$ cat src/rtl/demux_1_8_seq_pkg.sv
// Shared definitions for the 1-to-8 registered demultiplexer.
// Provides the lane count, select width, FSM state type and a one-hot
// lane decode helper used by the top level.
package demux_pkg;

    localparam int N_LANE = 8;
    localparam int SEL_W  = 3;

    typedef enum logic {
        FILL = 1'b0,
        HOLD = 1'b1
    } demux_state_t;

    // One-hot decode of a lane index.
    function automatic logic [N_LANE-1:0] lane_onehot(input logic [SEL_W-1:0] idx);
        logic [N_LANE-1:0] oh;
        oh      = '0;
        oh[idx] = 1'b1;
        return oh;
    endfunction

endpackage

$ cat src/rtl/demux_1_8_seq_if.sv
// Bus bundle for demux_1_8_seq.
// Upstream side: mode, sel, din, din_valid, din_ready.
// Downstream side: dout, lane_wr, frame_valid, frame_ack.
// master: the environment driving words in and consuming frames.
// slave : the demultiplexer itself.
interface demux_1_8_seq_if import demux_pkg::*; #(parameter int DATA_W = 1);

    logic                     mode;
    logic [SEL_W-1:0]         sel;
    logic [DATA_W-1:0]        din;
    logic                     din_valid;
    logic                     din_ready;
    logic [N_LANE*DATA_W-1:0] dout;
    logic [N_LANE-1:0]        lane_wr;
    logic                     frame_valid;
    logic                     frame_ack;

    modport master (
        output mode, sel, din, din_valid, frame_ack,
        input  din_ready, dout, lane_wr, frame_valid
    );

    modport slave (
        input  mode, sel, din, din_valid, frame_ack,
        output din_ready, dout, lane_wr, frame_valid
    );

endinterface

$ cat src/rtl/demux_1_8_seq_lane_reg.sv
// Single output lane register of the demultiplexer.
// Ports: clk, rst (sync, active-high), en (write enable), d (data in),
// q (registered lane value).
module demux_lane_reg #(parameter int DATA_W = 1) (
    input  logic              clk,
    input  logic              rst,
    input  logic              en,
    input  logic [DATA_W-1:0] d,
    output logic [DATA_W-1:0] q
);

    always_ff @(posedge clk) begin
        if (rst)
            q <= '0;
        else if (en)
            q <= d;
    end

endmodule

$ cat src/rtl/demux_1_8_seq.sv
// Registered 1-to-8 demultiplexer / frame assembler.
// Ports: clk, rst (sync, active-high), bus (slave modport of demux_1_8_seq_if).
// Addressed mode (mode=0) writes each accepted word to lane sel.
// Auto mode (mode=1) fills lanes 0..7 in order, then holds the frame
// with frame_valid until frame_ack.
//
// state | meaning
// ------+---------------------------------------------------------------
// FILL  | accepting words; in auto mode lane_cnt selects the next lane
// HOLD  | auto frame complete; input stalled, dout frozen, awaiting ack
module demux_1_8_seq import demux_pkg::*; #(parameter int DATA_W = 1) (
    input  logic            clk,
    input  logic            rst,
    demux_1_8_seq_if.slave  bus
);

    demux_state_t             state_q, state_d;
    logic [SEL_W-1:0]         cnt_q, cnt_d;
    logic [N_LANE-1:0]        lane_wr_q;
    logic [N_LANE-1:0]        lane_we;
    logic [N_LANE*DATA_W-1:0] dout_w;
    logic                     ready;
    logic                     xfer;
    logic                     frame_valid;
    logic [SEL_W-1:0]         target;

    // State and counter register
    always_ff @(posedge clk) begin
        if (rst) begin
            state_q   <= FILL;
            cnt_q     <= '0;
            lane_wr_q <= '0;
        end else begin
            state_q   <= state_d;
            cnt_q     <= cnt_d;
            lane_wr_q <= lane_we;
        end
    end

    // Next-state logic. Addressed mode overrides the FSM every cycle, so a
    // partial auto frame is abandoned (lanes keep their contents).
    always_comb begin
        state_d = state_q;
        cnt_d   = cnt_q;
        if (!bus.mode) begin
            state_d = FILL;
            cnt_d   = '0;
        end else begin
            case (state_q)
                FILL: begin
                    if (xfer) begin
                        cnt_d = cnt_q + 3'd1;   // wraps 7 -> 0 on frame completion
                        if (cnt_q == SEL_W'(N_LANE - 1))
                            state_d = HOLD;
                    end
                end
                HOLD: begin
                    if (bus.frame_ack) begin
                        state_d = FILL;
                        cnt_d   = '0;
                    end
                end
                default: begin
                    state_d = FILL;
                    cnt_d   = '0;
                end
            endcase
        end
    end

    // Output / handshake logic
    always_comb begin
        ready       = 1'b0;
        frame_valid = 1'b0;
        xfer        = 1'b0;
        target      = '0;
        lane_we     = '0;
        ready       = !bus.mode || (state_q == FILL);
        frame_valid = (state_q == HOLD);
        xfer        = bus.din_valid && ready;
        target      = bus.mode ? cnt_q : bus.sel;
        if (xfer)
            lane_we = lane_onehot(target);
    end

    genvar k;
    generate
        for (k = 0; k < N_LANE; k++) begin : g_lane
            demux_lane_reg #(.DATA_W(DATA_W)) u_lane (
                .clk (clk),
                .rst (rst),
                .en  (lane_we[k]),
                .d   (bus.din),
                .q   (dout_w[k*DATA_W +: DATA_W])
            );
        end
    endgenerate

    assign bus.din_ready   = ready;
    assign bus.frame_valid = frame_valid;
    assign bus.lane_wr     = lane_wr_q;
    assign bus.dout        = dout_w;

endmodule

$ cat src/flat_wrapper.sv
// flat-port wrapper written by rule: the top's interface ports become plain ports
module demux_1_8_seq_flat import demux_pkg::*;
#(parameter int DATA_W = 1)
  (clk, rst, bus_mode, bus_sel, bus_din, bus_din_valid, bus_frame_ack, bus_din_ready, bus_dout, bus_lane_wr, bus_frame_valid);
  demux_1_8_seq_if #(.DATA_W(DATA_W)) bus_i ();
  input  logic clk;
  input  logic rst;
  input wire logic [$bits(bus_i.mode)-1:0] bus_mode;
  input wire logic [$bits(bus_i.sel)-1:0] bus_sel;
  input wire logic [$bits(bus_i.din)-1:0] bus_din;
  input wire logic [$bits(bus_i.din_valid)-1:0] bus_din_valid;
  input wire logic [$bits(bus_i.frame_ack)-1:0] bus_frame_ack;
  output wire logic [$bits(bus_i.din_ready)-1:0] bus_din_ready;
  output wire logic [$bits(bus_i.dout)-1:0] bus_dout;
  output wire logic [$bits(bus_i.lane_wr)-1:0] bus_lane_wr;
  output wire logic [$bits(bus_i.frame_valid)-1:0] bus_frame_valid;
  assign bus_i.mode = bus_mode;
  assign bus_i.sel = bus_sel;
  assign bus_i.din = bus_din;
  assign bus_i.din_valid = bus_din_valid;
  assign bus_i.frame_ack = bus_frame_ack;
  assign bus_din_ready = bus_i.din_ready;
  assign bus_dout = bus_i.dout;
  assign bus_lane_wr = bus_i.lane_wr;
  assign bus_frame_valid = bus_i.frame_valid;
  demux_1_8_seq #(.DATA_W(DATA_W)) u_core (.clk(clk), .rst(rst), .bus(bus_i));
endmodule
$ cat config.mk
export PLATFORM = sky130hd
export DESIGN_NAME = demux_1_8_seq_flat
export DESIGN_NICKNAME = d
export VERILOG_FILES = /design/src/rtl/demux_1_8_seq_pkg.sv /design/src/rtl/demux_1_8_seq_if.sv /design/src/rtl/demux_1_8_seq_lane_reg.sv /design/src/rtl/demux_1_8_seq.sv /design/src/flat_wrapper.sv
export SDC_FILE = /design/constraint.sdc
export NUM_CORES = 1
export LEC_CHECK = 0
export BUFFER_PORTS_ARGS = -buffer_cell sky130_fd_sc_hd__buf_4
export CORE_ASPECT_RATIO = 0.75
export CORE_UTILIZATION = 48
export DETAILED_ROUTE_END_ITERATION = 8
export PLACE_DENSITY = 0.76
export SLEW_MARGIN = 15
export SYNTH_ARGS = -nofsm -noshare
export SYNTH_HDL_FRONTEND = slang
export SYNTH_HIERARCHICAL = 1
export SYNTH_SLANG_ARGS = --single-unit
$ cat constraint.sdc
create_clock -name clk -period 1.7 [get_ports clk]
set_clock_uncertainty 0.05 [all_clocks]
set_input_delay 0.085 -clock clk [delete_from_list [all_inputs] [get_ports clk]]
set_output_delay 0.085 -clock clk [all_outputs]
set_load 0.01 [all_outputs]
Word level (Yosys, flattened, before mapping)
Index checks and enable logic that the tools add are counted.
{ "classes": {"n_addsub": 1, "magnitude_cmp": 2, "eq_ne": 3, "n_mux": 11, "bitwise": 2, "reduce_logical": 6} }
{ "op_table": {"columns": ["operator", "count"], "rows": [
  ["two-way mux 3 bit", 3],
  ["two-way mux 8 bit", 1],
  ["one-hot mux 3 bit (2 select lines)", 1],
  ["less-than comparator 3 x 4 -> 1 bit (second input constant)", 1],
  ["two-way mux 1 bit", 4],
  ["adder 3 x 1 -> 3 bit (second input constant)", 1],
  ["demux 1 bit (select 3 bit)", 1],
  ["== test 3 bit (second input constant)", 1],
  [">= comparator 3 x 1 -> 1 bit (second input constant)", 1],
  ["logical AND 1 bit", 2],
  ["inequality test 2 x 1 -> 1 bit (second input constant)", 1],
  ["inequality test 2 bit (second input constant)", 1],
  ["inverter 1 bit", 2],
  ["one-hot mux 1 bit (2 select lines)", 1],
  ["AND reduction 2 bit", 1],
  ["OR reduction 2 bit", 1],
  ["logical NOT 1 bit", 1],
  ["logical OR 1 bit", 1]
]} }
{ "totals": {"regBits": 20, "in_bits": 9, "output_inout_bits": 18, "elab_cells": 36} }

Longest topological paths before layout
{ "depth": {"depth_word": 6, "depth_mapped": 6, "mapped_depth_nobuf": 5} }

Hierarchy
Netlist, hierarchy kept.
{ "by_module_without_submodules": {"columns": ["mod", "instances", "cells_each", "area_per_inst_um2", "seq_area_each_um2"], "rows": [
  ["demux_1_8_seq", 1, 66, 596.8, 240.2],
  ["demux_lane_reg", 8, 3, 33.8, 20.0]
]} }

Worst setup path before layout
OpenSTA, ideal clock, no wires.
{ "synth_timing": {"path_kind": "register to register", "startpoint": "register u_core.cnt_q[1]", "endpoint": "register u_core.g_lane[5].u_lane.q", "setup_ns": 0.114, "arrival_time_ns": 1.118, "required_ns": 1.536, "slack_ns": 0.418, "path_stages_with_launch": 6, "path_buffers": 0, "synth_period_minus_slack_ns": 1.282, "cell_sequence": "dfxtp_1 -> nand2b_1 -> mux2_2 -> nor2_1 -> mux2i_1 -> nor2_1"} }
{ "synth_between": {"elab_chain_len": 6, "word_cells_on_any_way": 7, "classes_between": "2 x order compare; 4 x mux; 1 x reduce/logical"} }
{ "synth_rtl": {"columns": ["item", "line", "source"], "rows": [
  ["start: declaration", "demux_1_8_seq.sv:18", "logic [SEL_W-1:0] cnt_q, cnt_d;"],
  ["start signal: assignment", "demux_1_8_seq.sv:35", "cnt_q <= cnt_d;"],
  ["two-way mux 3 bit *", "demux_1_8_seq.sv:81", "target = bus.mode ? cnt_q : bus.sel;"],
  ["less-than comparator 3 x 4 -> 1 bit (implied by the code) / >= comparator 3 x 1 -> 1 bit (equally long branches)", "demux_1_8_seq_pkg.sv:18", "oh[idx] = 1'b1;"],
  ["logical AND 1 bit (implied by the code)", "demux_1_8_seq_pkg.sv:18", null],
  ["two-way mux 1 bit (implied by the code)", "demux_1_8_seq_pkg.sv:18", null],
  ["demux 1 bit (select 3 bit) *", null, null],
  ["two-way mux 8 bit *", "demux_1_8_seq.sv:82", "if (xfer)"],
  ["via u_core.lane_we[5]", "demux_1_8_seq.sv:20", "logic [N_LANE-1:0] lane_we;"],
  ["end signal: assignment", "demux_1_8_seq_lane_reg.sv:14", "q <= '0;"],
  ["end signal: assignment", "demux_1_8_seq_lane_reg.sv:16", "q <= d;"],
  ["end: declaration", "demux_1_8_seq_lane_reg.sv:9", "output logic [DATA_W-1:0] q"]
]} }
The timed path passes the listed nets; every way through them passes the cells marked *.
A chain may end at the register's enable or synchronous reset.

Worst setup path in the final report
{ "layout_timing": {"startpoint": "register u_core.state_q, in the netlist u_core/bus.frame_valid", "endpoint": "register u_core.lane_wr_q[1], in the netlist u_core/bus.lane_wr[1]"} }
{ "layout_between": {"elab_chain_len": 4} }
{ "layout_rtl": {"columns": ["item", "line", "source"], "rows": [
  ["start: declaration", "demux_1_8_seq.sv:17", "demux_state_t state_q, state_d;"],
  ["start signal: assignment", "demux_1_8_seq.sv:34", "state_q <= state_d;"],
  ["inverter 1 bit", "demux_1_8_seq.sv:78", "ready = !bus.mode || (state_q == FILL);"],
  ["logical OR 1 bit", "demux_1_8_seq.sv:78", null],
  ["logical AND 1 bit", "demux_1_8_seq.sv:80", "xfer = bus.din_valid && ready;"],
  ["two-way mux 8 bit", "demux_1_8_seq.sv:82", null],
  ["end signal: assignment", "demux_1_8_seq.sv:36", "lane_wr_q <= lane_we;"],
  ["end: declaration", "demux_1_8_seq.sv:19", "logic [N_LANE-1:0] lane_wr_q;"]
]} }
No other way between the ends.

==> flow_summary.ini <==
[routing]
first_pass_iters = 4
total_via_count_in_the_routed_design = 779
drtAntennaViolNets = 0
routed_wire_length_per_instance_um = 13.6
postRouteWirelength_um = 1960
post-route-drc-count = 0
count_of_routing_violations_after_the_opening_detailed_route_iteration = 24
drt-vias-per-instance = 5.41

[pwr]
cellLeakagePower_uw = 0.000482
power.share.switching_pct = 21.1
power.ir.vdd_worst_mv = 0.880
internal_power_uw = 766
power.density_cell_area_nw_per_um2 = 827
p_sw_uw = 205
clock_network_power_share_pct = 39.8
total_power_uw = 971
pwr-share-comb_pct = 10.5
power.sequential.fraction_pct = 49.7

[cells_and_area]
most_common_cell_after_layout_fill_and_taps_aside = buf_4
postLayoutCoreUtil_pct = 74.4
syn2layout_area_growth_pct = 35.4
final_cell_mix = 26 x buf_4, 19 x dfxtp_1, 18 x nor2_1, 8 x mux2i_1
fill_cells = 136
drive_gt1_share_pct = 32.5
final-instance-count-excl-fill = 144
finish.net_count = 135
diodes = 0

[floorplanning]
die_x_um = 51.1
initial_utilization_pct = 55.0
die_y_um = 38.8
design.die.area_um2 = 1980
core.rowCount = 12
boundaryPins = 27
floorplan_core_area_um2 = 1580

[synthesis]
synthesis.area_per_instance_um2 = 9.63
mappedNetlistArea_um2 = 867
postSynthRegisterBits = 20
async_set_or_reset_register_ratio_after_synthesis_pct = 0
ys_types = 23
yosysWarnings = 6
yosys.area_share.xor_xnor_pct = 0
synth-adder-area-share_pct = 2.89
postSynthCellCount = 90
mux_share_of_post_synthesis_cell_area_pct = 13.1
synth.net_count = 101
part_of_the_yosys_area_used_for_sequential_elements_pct = 46.2
synth_edf_count = 0
synth_top_family_by_area = simple AND/OR/NAND/NOR gates
synth-compound-area-share_pct = 14.4
synth_simple_gate_area_share_pct = 21.2
yosys_most_used_dff = dfxtp_1

[timing]
final.setup.tns_ns = 0
slew_headroom_pct = 72.5
worst-slew-pin-transition_ns = 0.413
post-route-min-period_ns = 1.64
max_freq_mhz = 608
hold_viol_final = 0
timing_max_transition_violations_final = 0
layout_worst_path_cycle_share_pct = 96.7
grt_setup_unrepaired = false
report.final.setup_viol = 0

[cts]
cts_tree = built
cts-root-to-sink-buffers = 2
ctsRootBufferMaster = clkbuf_4
htree_levels = 1
post-cts-setup-buffer-count = 0
clock_latency_ns = 0.31
clock_buffer_count_from_cts = 3
cts.reportedPaths.clkPinSlew_ns = 0.12
cts_num_sinks = 20

[place]
place.detailed.hpwl_um = 1390
place.port_buffers = 26
gp_congestion = 0.758
dp.cells = 136

[critical_path]
timing.critical_path.cells = and4bb_4 -> nand2_2 -> o32ai_1 -> dlygate4sd3_1
worst_path_largest_cell_delay_ns = 0.59
critical_path.max_fanout = 6
critical_path.reg2reg.startpoint = u_core/bus.frame_valid$_SDFF_PP0_
critical_path_class = reg2reg
start_kind = flop
cp.arrival_ns = 1.85
worst_setup_path_startpoint = u_core/bus.frame_valid$_SDFF_PP0_
setup.worst_path.end_class = flop
data_required_critical_path_ns = 1.91
worst_path_max_delay_cell = dlygate4sd3_1

[min_path]
min-delay-start = bus_din
min-delay-path-class = in2reg

[global_route]
first_global_vias = 714
grt_first_pass_wirelength_um = 3250
grtUsageTotal_pct = 23.8
overflow = 0
largest_net_degree_at_the_start_of_global_routing = 13
antenna_found_initial = 0

[run]
maxCapViolations = 0

[run_status]
run_status = completed
power by group through the flow:
stage | Sequential (uW) | Clock (uW) | Combinational, uW
floorplan | 495 | 0 | 48.5
global placement | 493 | 0 | 91.3
detailed placement | 493 | 0 | 94.6
CTS | 482 | 397 | 101
global route | 484 | 418 | 112
finish | 482 | 387 | 102
critical path: cells and delay by family (launching register included):
kind                   cells  cell delay (ns)
AND/OR/NAND/NOR            2             0.46
flip-flops                 1             0.36
buffers and inverters      1             0.59
AO/OA/AOI/OAI              1             0.15
cell families (layout without fill, tap and decap cells):
group	Yosys count	count (layout)
fa+ha+maj	2	2
mux	11	11
compound gates	17	17
simple gates	37	37
flops	20	20
buf+inv	3	36
repair_timing:
action,in CTS,in global routing
hold endpoints to repair,10,0
hold buffers,4,0
gates resized for setup,0,2
endpoints found under the setup margin,0,1
layer usage:
layer  wire length [um]  share of wire, %  global-route usage [%]
met5                  0                 0                       0
met4                 34               1.7                    9.03
met3                130               6.6                    8.24
met2                925                47                    41.1
met1                869                44                    27.5
final timing paths:
path              cells after the start  slack [ns]                                endpoint
setup / recovery                      4        0.06        u_core/bus.lane_wr[1]$_SDFF_PP0_
hold / removal                        3        0.04  u_core/g_lane[1].u_lane/q$_SDFFE_PP0P_
setup reg to reg                      4        0.06        u_core/bus.lane_wr[1]$_SDFF_PP0_
hold reg to reg                       2        0.46  u_core/g_lane[1].u_lane/q$_SDFFE_PP0P_
cell type report:
type                            count  area (um^2)  area share (%)
Clock buffer                        3         22.5            1.92
Clock inverter                      1         30.0            2.56
Inverter                            2         7.51           0.640
Multi-Input combinational cell     67          450            38.4
Sequential cell                    20          402            34.2
Tap cell                           21         26.3            2.24
Timing Repair Buffer               30          235            20.0
stage by stage:
stage          setup slack, ns  cell area, um^2  hold WS [ns]
4_1_cts                 0.0915             1170        0.0328
5_1_grt                0.00971             1170        0.0351
2_1_floorplan            0.418              867         0.107
3_3_place_gp             0.320             1080         0.286
6_report                0.0561             1170        0.0370
3_5_place_dp             0.285             1080         0.298
registers in the layout, summed over array words and instances (netlist names):
name	cells
u_core/cnt_q	3
u_core/bus.frame_valid	1
u_core/g_lane.u_lane/q	8
u_core/bus.lane_wr	8
synth_stat cells (all sizes together) (3+ instances only):
cell type | number | area [um^2]
nand2b | 5 | 31.3
mux2i | 8 | 80.1
o22ai | 6 | 37.5
mux2 | 3 | 33.8
nor2 | 18 | 67.6
dfxtp | 20 | 400
nand2 | 7 | 26.3
Note: power is estimated with default switching activity, not from simulation.
